## src/rtl/ic_job_scheduler.sv

```systemverilog
// Hands RT-core threads to IC cores: RR-arbitrated accept into an in-order FIFO, then lowest-free-IC dispatch.
// Latency: grant in cycle N -> registered dispatch pulse in N+2 when the FIFO is empty and an IC is free.
// Backpressure: grants stop while the FIFO is full; threads wait in the FIFO while every IC is busy.
module ic_job_scheduler #(
    parameter int NUM_THREAD = 32,
    parameter int NUM_RT     = 4,
    parameter int NUM_IC     = 4,
    parameter int BIT_THREAD = $clog2(NUM_THREAD)
) (
    input  logic                  clk,
    input  logic                  rst,
    input  logic [NUM_RT-1:0]     req_rt,
    input  logic [BIT_THREAD-1:0] thread_id_in_rt [NUM_RT],
    output logic [NUM_RT-1:0]     grant_rt,
    input  logic [NUM_IC-1:0]     done_ic,
    output logic [NUM_IC-1:0]     job_dispatch_ic,
    output logic [BIT_THREAD-1:0] thread_id_out_ic,
    output logic [BIT_THREAD:0]   fifo_count,
    output logic [NUM_IC-1:0]     ic_busy,
    output logic                  idle
);
    localparam int RR_W = (NUM_RT > 1) ? $clog2(NUM_RT) : 1;
    localparam logic [BIT_THREAD:0]   FULL     = (BIT_THREAD + 1)'(NUM_THREAD);
    localparam logic [BIT_THREAD-1:0] PTR_LAST = BIT_THREAD'(NUM_THREAD - 1);
    localparam logic [RR_W-1:0]       RR_LAST  = RR_W'(NUM_RT - 1);

    logic [BIT_THREAD-1:0] mem_q [NUM_THREAD];
    logic [BIT_THREAD-1:0] mem_d [NUM_THREAD];
    logic [BIT_THREAD-1:0] wr_ptr_q, wr_ptr_d, rd_ptr_q, rd_ptr_d;
    logic [BIT_THREAD:0]   count_q, count_d;
    logic [RR_W-1:0]       rr_ptr_q, rr_ptr_d;
    logic [NUM_IC-1:0]     ic_busy_q, ic_busy_d;
    logic [NUM_IC-1:0]     dispatch_q, dispatch_d;
    logic [BIT_THREAD-1:0] tid_out_q, tid_out_d;

    logic                  push;
    logic [BIT_THREAD-1:0] push_id;
    logic [RR_W-1:0]       arb_idx;
    logic                  pop;
    logic [NUM_IC-1:0]     pick;

    // Round-robin scan starting at rr_ptr; the full check deliberately ignores a same-cycle pop.
    always_comb begin
        grant_rt = '0;
        push     = 1'b0;
        push_id  = '0;
        arb_idx  = '0;
        rr_ptr_d = rr_ptr_q;
        if (!rst && count_q != FULL) begin
            for (int k = 0; k < NUM_RT; k++) begin
                arb_idx = RR_W'((int'(rr_ptr_q) + k) % NUM_RT);
                if (!push && req_rt[arb_idx]) begin
                    push              = 1'b1;
                    grant_rt[arb_idx] = 1'b1;
                    push_id           = thread_id_in_rt[arb_idx];
                    rr_ptr_d          = (arb_idx == RR_LAST) ? '0 : arb_idx + RR_W'(1);
                end
            end
        end
    end

    // Lowest-indexed free IC takes the FIFO head; a fresh push is not visible here until next cycle.
    always_comb begin
        pick = '0;
        for (int j = NUM_IC - 1; j >= 0; j--) begin
            if (!ic_busy_q[j]) begin
                pick    = '0;
                pick[j] = 1'b1;
            end
        end
        pop = (count_q != '0) && (pick != '0);
    end

    // Next-state for FIFO storage, pointers, occupancy, busy tracking and the dispatch pulse.
    always_comb begin
        mem_d = mem_q;
        if (push) begin
            mem_d[wr_ptr_q] = push_id;
        end
        wr_ptr_d = wr_ptr_q;
        if (push) begin
            wr_ptr_d = (wr_ptr_q == PTR_LAST) ? '0 : wr_ptr_q + BIT_THREAD'(1);
        end
        rd_ptr_d = rd_ptr_q;
        if (pop) begin
            rd_ptr_d = (rd_ptr_q == PTR_LAST) ? '0 : rd_ptr_q + BIT_THREAD'(1);
        end
        count_d = count_q;
        case ({push, pop})
            2'b10:   count_d = count_q + (BIT_THREAD + 1)'(1);
            2'b01:   count_d = count_q - (BIT_THREAD + 1)'(1);
            default: count_d = count_q;
        endcase
        // done on an idle IC is masked out naturally; done and dispatch never hit the same IC
        ic_busy_d  = (ic_busy_q & ~done_ic) | (pop ? pick : '0);
        dispatch_d = pop ? pick : '0;
        tid_out_d  = pop ? mem_q[rd_ptr_q] : tid_out_q;
    end

    // Control state with synchronous reset; pending threads and busy state are discarded on reset.
    always_ff @(posedge clk) begin
        if (rst) begin
            wr_ptr_q   <= '0;
            rd_ptr_q   <= '0;
            count_q    <= '0;
            rr_ptr_q   <= '0;
            ic_busy_q  <= '0;
            dispatch_q <= '0;
            tid_out_q  <= '0;
        end else begin
            wr_ptr_q   <= wr_ptr_d;
            rd_ptr_q   <= rd_ptr_d;
            count_q    <= count_d;
            rr_ptr_q   <= rr_ptr_d;
            ic_busy_q  <= ic_busy_d;
            dispatch_q <= dispatch_d;
            tid_out_q  <= tid_out_d;
        end
    end

    // FIFO payload needs no reset: entries are only read after being written.
    always_ff @(posedge clk) begin
        mem_q <= mem_d;
    end

    assign job_dispatch_ic  = dispatch_q;
    assign thread_id_out_ic = tid_out_q;
    assign fifo_count       = count_q;
    assign ic_busy          = ic_busy_q;
    assign idle             = (count_q == '0) && (ic_busy_q == '0);

endmodule

```

## config.mk

```make
export PLATFORM = sky130hd
export DESIGN_NAME = ic_job_scheduler
export DESIGN_NICKNAME = d
export VERILOG_FILES = /design/src/rtl/ic_job_scheduler.sv
export SDC_FILE = /design/constraint.sdc
export NUM_CORES = 1
export LEC_CHECK = 0
export ABC_AREA = 1
export CORE_MARGIN = 2
export CORE_UTILIZATION = 40
export DETAILED_ROUTE_END_ITERATION = 8
export MAX_ROUTING_LAYER = met4
export PLACE_DENSITY = 0.63
export SYNTH_ARGS = -nofsm -noshare
export SYNTH_HDL_FRONTEND = slang
export SYNTH_SLANG_ARGS = --single-unit
```

## constraint.sdc

```tcl
create_clock -name clk -period 3.4 [get_ports clk]
set_clock_uncertainty 0.2 [all_clocks]
set_input_delay 0.68 -clock clk [delete_from_list [all_inputs] [get_ports clk]]
set_output_delay 0.68 -clock clk [all_outputs]
set_load 0.01 [all_outputs]
```

---- Word-level counts from Yosys, hierarchy flattened ----
Cells that the tools add are included.
storage, ports and cells
  bits of input ports ..................... 30
  output and inout port bits .............. 24
  bits in latches ......................... 0
  memories ................................ 0
  ROM bits ................................ 0
  bits in writable memories ............... 0
  logic and storage cells ................. 179
  flip-flop bits (word level) ............. 191
operators by class
  eq/ne operators ......................... 9
  $add $sub $neg .......................... 11
  bitwise operators ....................... 12
  magnitude comparators ................... 15
  $mul .................................... 0
  div/mod/pow operators ................... 0
  reduce and logical (&&, ||, !) cells .... 22
  muxes and demuxes ....................... 71
  shifts and indexed selects .............. 0
operators with widths
  operator                                                           number
  bitwise mux 160 bit                                                1
  two-way mux 5 bit                                                  18
  two-way mux 4 bit                                                  13
  binary-select mux 5 bit (select 2 bit)                             4
  binary-select mux 5 bit (select 5 bit)                             1
  demux 5 bit (select 5 bit)                                         1
  two-way mux 1 bit                                                  16
  two-way mux 2 bit                                                  8
  OR 4 bit                                                           4
  greater-or-equal comparator 3 bit, second input constant           4
  greater-or-equal comparator 6 bit, second input constant           2
  less-than comparator 2 x 3 -> 1 bit, second input constant         4
  NOT 2 -> 3 bit                                                     4
  NOT 5 -> 6 bit                                                     2
  case mux 6 bit (2 select lines)                                    1
  logical AND 1 bit                                                  11
  adder 2 x 1 -> 2 bit, second input constant                        5
  adder 5 x 1 -> 5 bit, second input constant                        2
  equality test 2 bit, second input constant                         5
  equality test 5 bit, second input constant                         2
  binary-select mux 1 bit (select 2 bit)                             4
  demux 1 bit (select 2 bit)                                         4
  greater-or-equal comparator 2 x 1 -> 1 bit, second input constant  4
  nonzero test 4 bit                                                 2
  14 further kinds                                                   18

---- Depth between registers and ports, before layout ----
Gate-level depths: netlist (run 1).
  word-level depth ........................ 18
  depth in mapped cells ................... 22
  mapped depth without buffers ............ 20

---- Worst setup path after synthesis (run 1) ----
Ideal clock, no wire load.
  path kind ............................... register to register
  start point ............................. register rr_ptr_q[0]
  end point ............................... register count_q[4] (netlist: fifo_count[4])
  arrival time ............................ 3006 ps
  buffers on the path ..................... 2
  setup time .............................. 115 ps
  slack ................................... 79 ps
  required time ........................... 3085 ps
  clock period less this slack ............ 3321 ps
  cell stages (with the launch flop) ...... 23
  cell sequence ........................... dfxtp_1 inv_2 buf_6 buf_2 ha_1 inv_1 nand3_1 nand2_1 nand2_1 nor2_4 nand2_4 nand2_8 ha_1 xnor2_1 inv_1 ha_1 inv_1 nand2_1 nand3_1 o21ai_0 xnor2_1 o21ai_0 inv_1
on the way
  longest elaborated chain between the ends .. 18
  elaborated cells on any way between the ends .. 29
  classes of those cells .................. add/sub (3); eq/ne (2); mux (17); reduce/logical (7)
RTL lines
  item                                                                          RTL line  text
  from (decl)                                                                   31        logic [RR_W-1:0] rr_ptr_q, rr_ptr_d;
  from (signal assigned)                                                        114       rr_ptr_q <= rr_ptr_d;
  binary-select mux 1 bit (select 2 bit)                                        52        if (!push && req_rt[arb_idx]) begin
  two-way mux 1 bit (implied by the code)                                       52
  two-way mux 1 bit                                                             52
  two-way mux 1 bit                                                             49        if (!rst && count_q != FULL) begin
  zero test 1 bit                                                               52
  logical AND 1 bit                                                             52
  two-way mux 1 bit                                                             52
  two-way mux 1 bit                                                             49
  [2 not listed]                                                                --
  two-way mux 1 bit                                                             52
  two-way mux 1 bit                                                             49
  zero test 1 bit                                                               52
  logical AND 1 bit                                                             52
  two-way mux 1 bit (*)                                                         52
  two-way mux 1 bit (*)                                                         49
  equality test 2 x 1 -> 1 bit / equality test 2 bit (equally long branches)    89        case ({push, pop})
  case mux 6 bit (2 select lines) / nonzero test 2 bit (equally long branches)  --
  to (signal assigned)                                                          113       count_q <= count_d;
  to (decl)                                                                     30        logic [BIT_THREAD:0] count_q, count_d;
Every way passes the cells marked *; elsewhere a longest branch is shown, timed or not. The select of a mux whose other input is x is not followed.
A chain may end at the register's enable or synchronous reset.

---- Worst setup path after layout (run 1) ----
  start point ............................. register rr_ptr_q[0]
  end point ............................... output port grant_rt[3]
on the way
  longest elaborated chain between the ends .. 16
  elaborated cells on any way between the ends .. 54
  classes of those cells .................. add/sub (3); order compare (8); mux (30); bitwise (3); reduce/logical (10)
RTL lines
  item                                                                          RTL line  text
  branches (longest 14 deep; another with less-than comparator 2 x 3 -> 1 bit)  --
  two-way mux 4 bit (*)                                                         52
  two-way mux 4 bit (*)                                                         49
  to (decl)                                                                     14        output logic [NUM_RT-1:0] grant_rt,
Every way passes the cells marked *. The select of a mux whose other input is x is not followed.

==> impl_metrics.ini, run 1 <==
[worst_hold_path]
worstHoldPathType = register to register
min_path_cells = 2
hp-start = wr_ptr_q[0]$_SDFFE_PP0P_
hold-path-endpoint = wr_ptr_q[0]$_SDFFE_PP0P_

[finish]
nFillCells = 2077
fin_nets = 1074
area_growth_pct = 18.6
antenna_cells = 0
drive_above_1_share = 0.103
fin_util = 0.479

[setup_path]
critPathLaunchType = register
worstPathArrival_ns = 2.31
reg2reg_slack_ns = 0.44
reg2reg_depth = 19
r2r-end = fifo_count[3]$_SDFFE_PP0P_
worstPathMaxFanout = 7
path_cells = inv_2 > ha_1 > inv_2 > nand3_1 > nand2_1 > nand2_1 > nor2_4 > nand3_1 > a21oi_1 > dlygate4sd2_1
r2r-start = rr_ptr_q[0]$_SDFFE_PP0P_
crit_slowest_cell = dfxtp_1
worst-setup-path-type = register to output pin
slowest_delay_ns = 0.36
crit_path_end_kind = output pin
required_ns = 2.52

[route]
via_per_inst = 5.17
first_pass_iters = 5
vias = 6864
dr.first_iter.drc_count = 553
wl_per_cell_um = 15.9
wl_um = 21100
post-route-drc-count = 0
ant_nets = 0

[place]
place_hpwl_um = 13400
gp_congestion = 0.873
port_buffers = 53
dp_slack_ns = -0.0479

[clock_network]
cts_tree = done
path_clk_slew_ns = 0.07
numCtsBuffers = 17
clkLatencyLatePin_ns = 0.44
clock-sinks = 191
cts_hold_buf = 0
cts_setup_buffers = 0
htree_levels = 4
clockBufferDepth = 2
clockRootBuffer = clkbuf_16

[timing]
final.period_utilization = 0.937
min_period_ns = 3.19
whs_ns = 0.325
rsz0062_at_grt = false
fin_ws_ns = 0.214
relSlewSlack = 0.367
setup_viol = 0
hold_viol_final = 0
worst_pin_slew_ns = 0.949
fmax_ghz = 0.314
finalMaxSlewViolations = 0

[power]
irDropWorstVdd_v = 0.000494
p_leak_nw = 3.98
power_density_nw_per_um2 = 853

[synthesis]
synth_top_cell_by_area = edfxtp_1
syn_area_per_cell_um2 = 9.40
synth_seq_cells = 191
synthTopCellsByCount = nor2_1 (194), edfxtp_1 (160), o21ai_0 (139)
syn_nets = 1007
synth_cells = 963
ys_top_cells_by_area = edfxtp_1 (53%), nor2_1 (8.0%), o21ai_0 (7.7%)
synthFlopType = edfxtp_1
synth_top_area_share = 0.531
async_flop_share = 0
yosysMostFrequentCell = nor2_1
post_synth_instance_area_um2 = 9050
seq_area_frac_synth = 0.599
synth-edff-count = 160
synth.distinct_cells = 33
ys_warn_count = 0

[grt]
grt_pass1_wl_um = 33700
grt_max_degree = 93
overflow = 0
grt_util_all_layers = 0.187
grt_pass1_vias = 6676
antenna_found_initial = 0

[status]
status = completed

[floorplan]
die_y_um = 154
initial_core_util = 0.404
io-pin-count = 54
num_rows = 55
core_um2 = 22400
fp.dieW_um = 154
die_area_um2 = 23900

[run]
cap_viol_max_count = 0
[what timing repair did]
action                                  CTS  global route
gates resized for setup                   6             0
endpoints found under the setup margin    4             0
endpoints found under the hold margin     0             0
[kinds of logic after synthesis]
| logic type | share of synthesized area |
|---|---|
| AOI/OAI and AO/OA | 0.119 |
| xor gates and xnor gates | 0.00871 |
| adders and majority gates | 0.0194 |
| buffers and inverters | 0.0525 |
| DFF | 0.599 |
| and+or+nand+nor | 0.201 |
[stage by stage]
stage          setup TNS (ns)  cell area, um^2  instances  total power, W
3_5_place_dp           -0.159            10100       1296         0.00715
3_3_place_gp           -0.110            10100       1296         0.00711
2_1_floorplan               0             9050        963         0.00578
4_1_cts                     0            10700       1328         0.00921
5_1_grt                     0            10700       1328         0.00977
6_report                    0            10700       1328         0.00916
[registers in the layout, indices dropped and copies added, names as in the netlist]
name              flops
fifo_count            6
ic_busy               4
job_dispatch_ic       4
mem_q               160
rd_ptr_q              5
rr_ptr_q              2
thread_id_out_ic      5
wr_ptr_q              5
[worst max-delay path: cells and delay by family (launching register included)]
kind | cells | cell delay [ns]
AO/OA/AOI/OAI | 1 | 0.16
adder cells (fa/ha/maj) | 1 | 0.35
buffers and inverters | 3 | 0.46
flip-flops | 1 | 0.36
AND/OR/NAND/NOR | 5 | 0.53
[area by class of cell]
class	count	area [um^2]	area share
clock buffers	20	489	0.0456
clock inverters	12	135	0.0126
inverters	69	267	0.0248
multi-input cells	654	3160	0.295
flip-flops and latches	191	5430	0.505
well taps	285	357	0.0332
repair buffers	97	897	0.0836
[cell usage in the layout (no fill, tap or decap), types with 2 or more instances in the layout]
cell	n
a21oi_1	29
buf_12	3
buf_4	40
clkbuf_16	19
clkdlybuf4s50_1	49
dfxtp_1	30
dlygate4sd2_1	4
edfxtp_1	160
ha_1	14
inv_1	60
inv_2	7
inv_6	5
inv_8	3
nand2_1	124
nand2_2	10
nand2_8	2
nand3_1	86
nand4_1	5
nor2_1	189
nor2_2	5
nor3_1	4
o211ai_1	20
o21ai_0	139
o22ai_1	10
xnor2_1	4
xor2_1	5
[power by group]
| part | internal [W] | switching (W) | leakage (nW) | total [W] |
|---|---|---|---|---|
| combinational | 0.00130 | 0.00254 | 1.95 | 0.00383 |
| clock | 0.00115 | 0.000933 | 0.306 | 0.00208 |
| sequential | 0.00311 | 0.000131 | 1.72 | 0.00324 |
| total | 0.00556 | 0.00360 | 3.98 | 0.00916 |
[layer usage]
layer | GRT usage | routed length (um)
met5 | - | 0
met1 | 0.231 | 9330
met2 | 0.313 | 10400
met3 | 0.0328 | 1070
met4 | 0.0608 | 310
[how the worst max path moves through the flow]
stage | from | to | slack (ns) | cells past startpoint
2_1_floorplan | rr_ptr_q[0]$_SDFFE_PP0P_ | fifo_count[4]$_SDFFE_PP0P_ | 0.08 | 22
3_3_place_gp | req_rt[1] | grant_rt[1] | -0.04 | 10
3_5_place_dp | req_rt[1] | grant_rt[2] | -0.05 | 10
4_1_cts | rr_ptr_q[0]$_SDFFE_PP0P_ | grant_rt[3] | 0.20 | 10
5_1_grt | req_rt[1] | grant_rt[0] | 0.06 | 10
6_report | rr_ptr_q[0]$_SDFFE_PP0P_ | grant_rt[3] | 0.21 | 10
Power figures use the tool's default switching activity.
==> inputs of run 2 (changes only) <==
CTS_BUF_LIST = sky130_fd_sc_hd__clkbuf_8 sky130_fd_sc_hd__clkbuf_16   (was default)
==> results of run 2 <==
No change in the layout: final DEF, timing and power equal those of run 1.
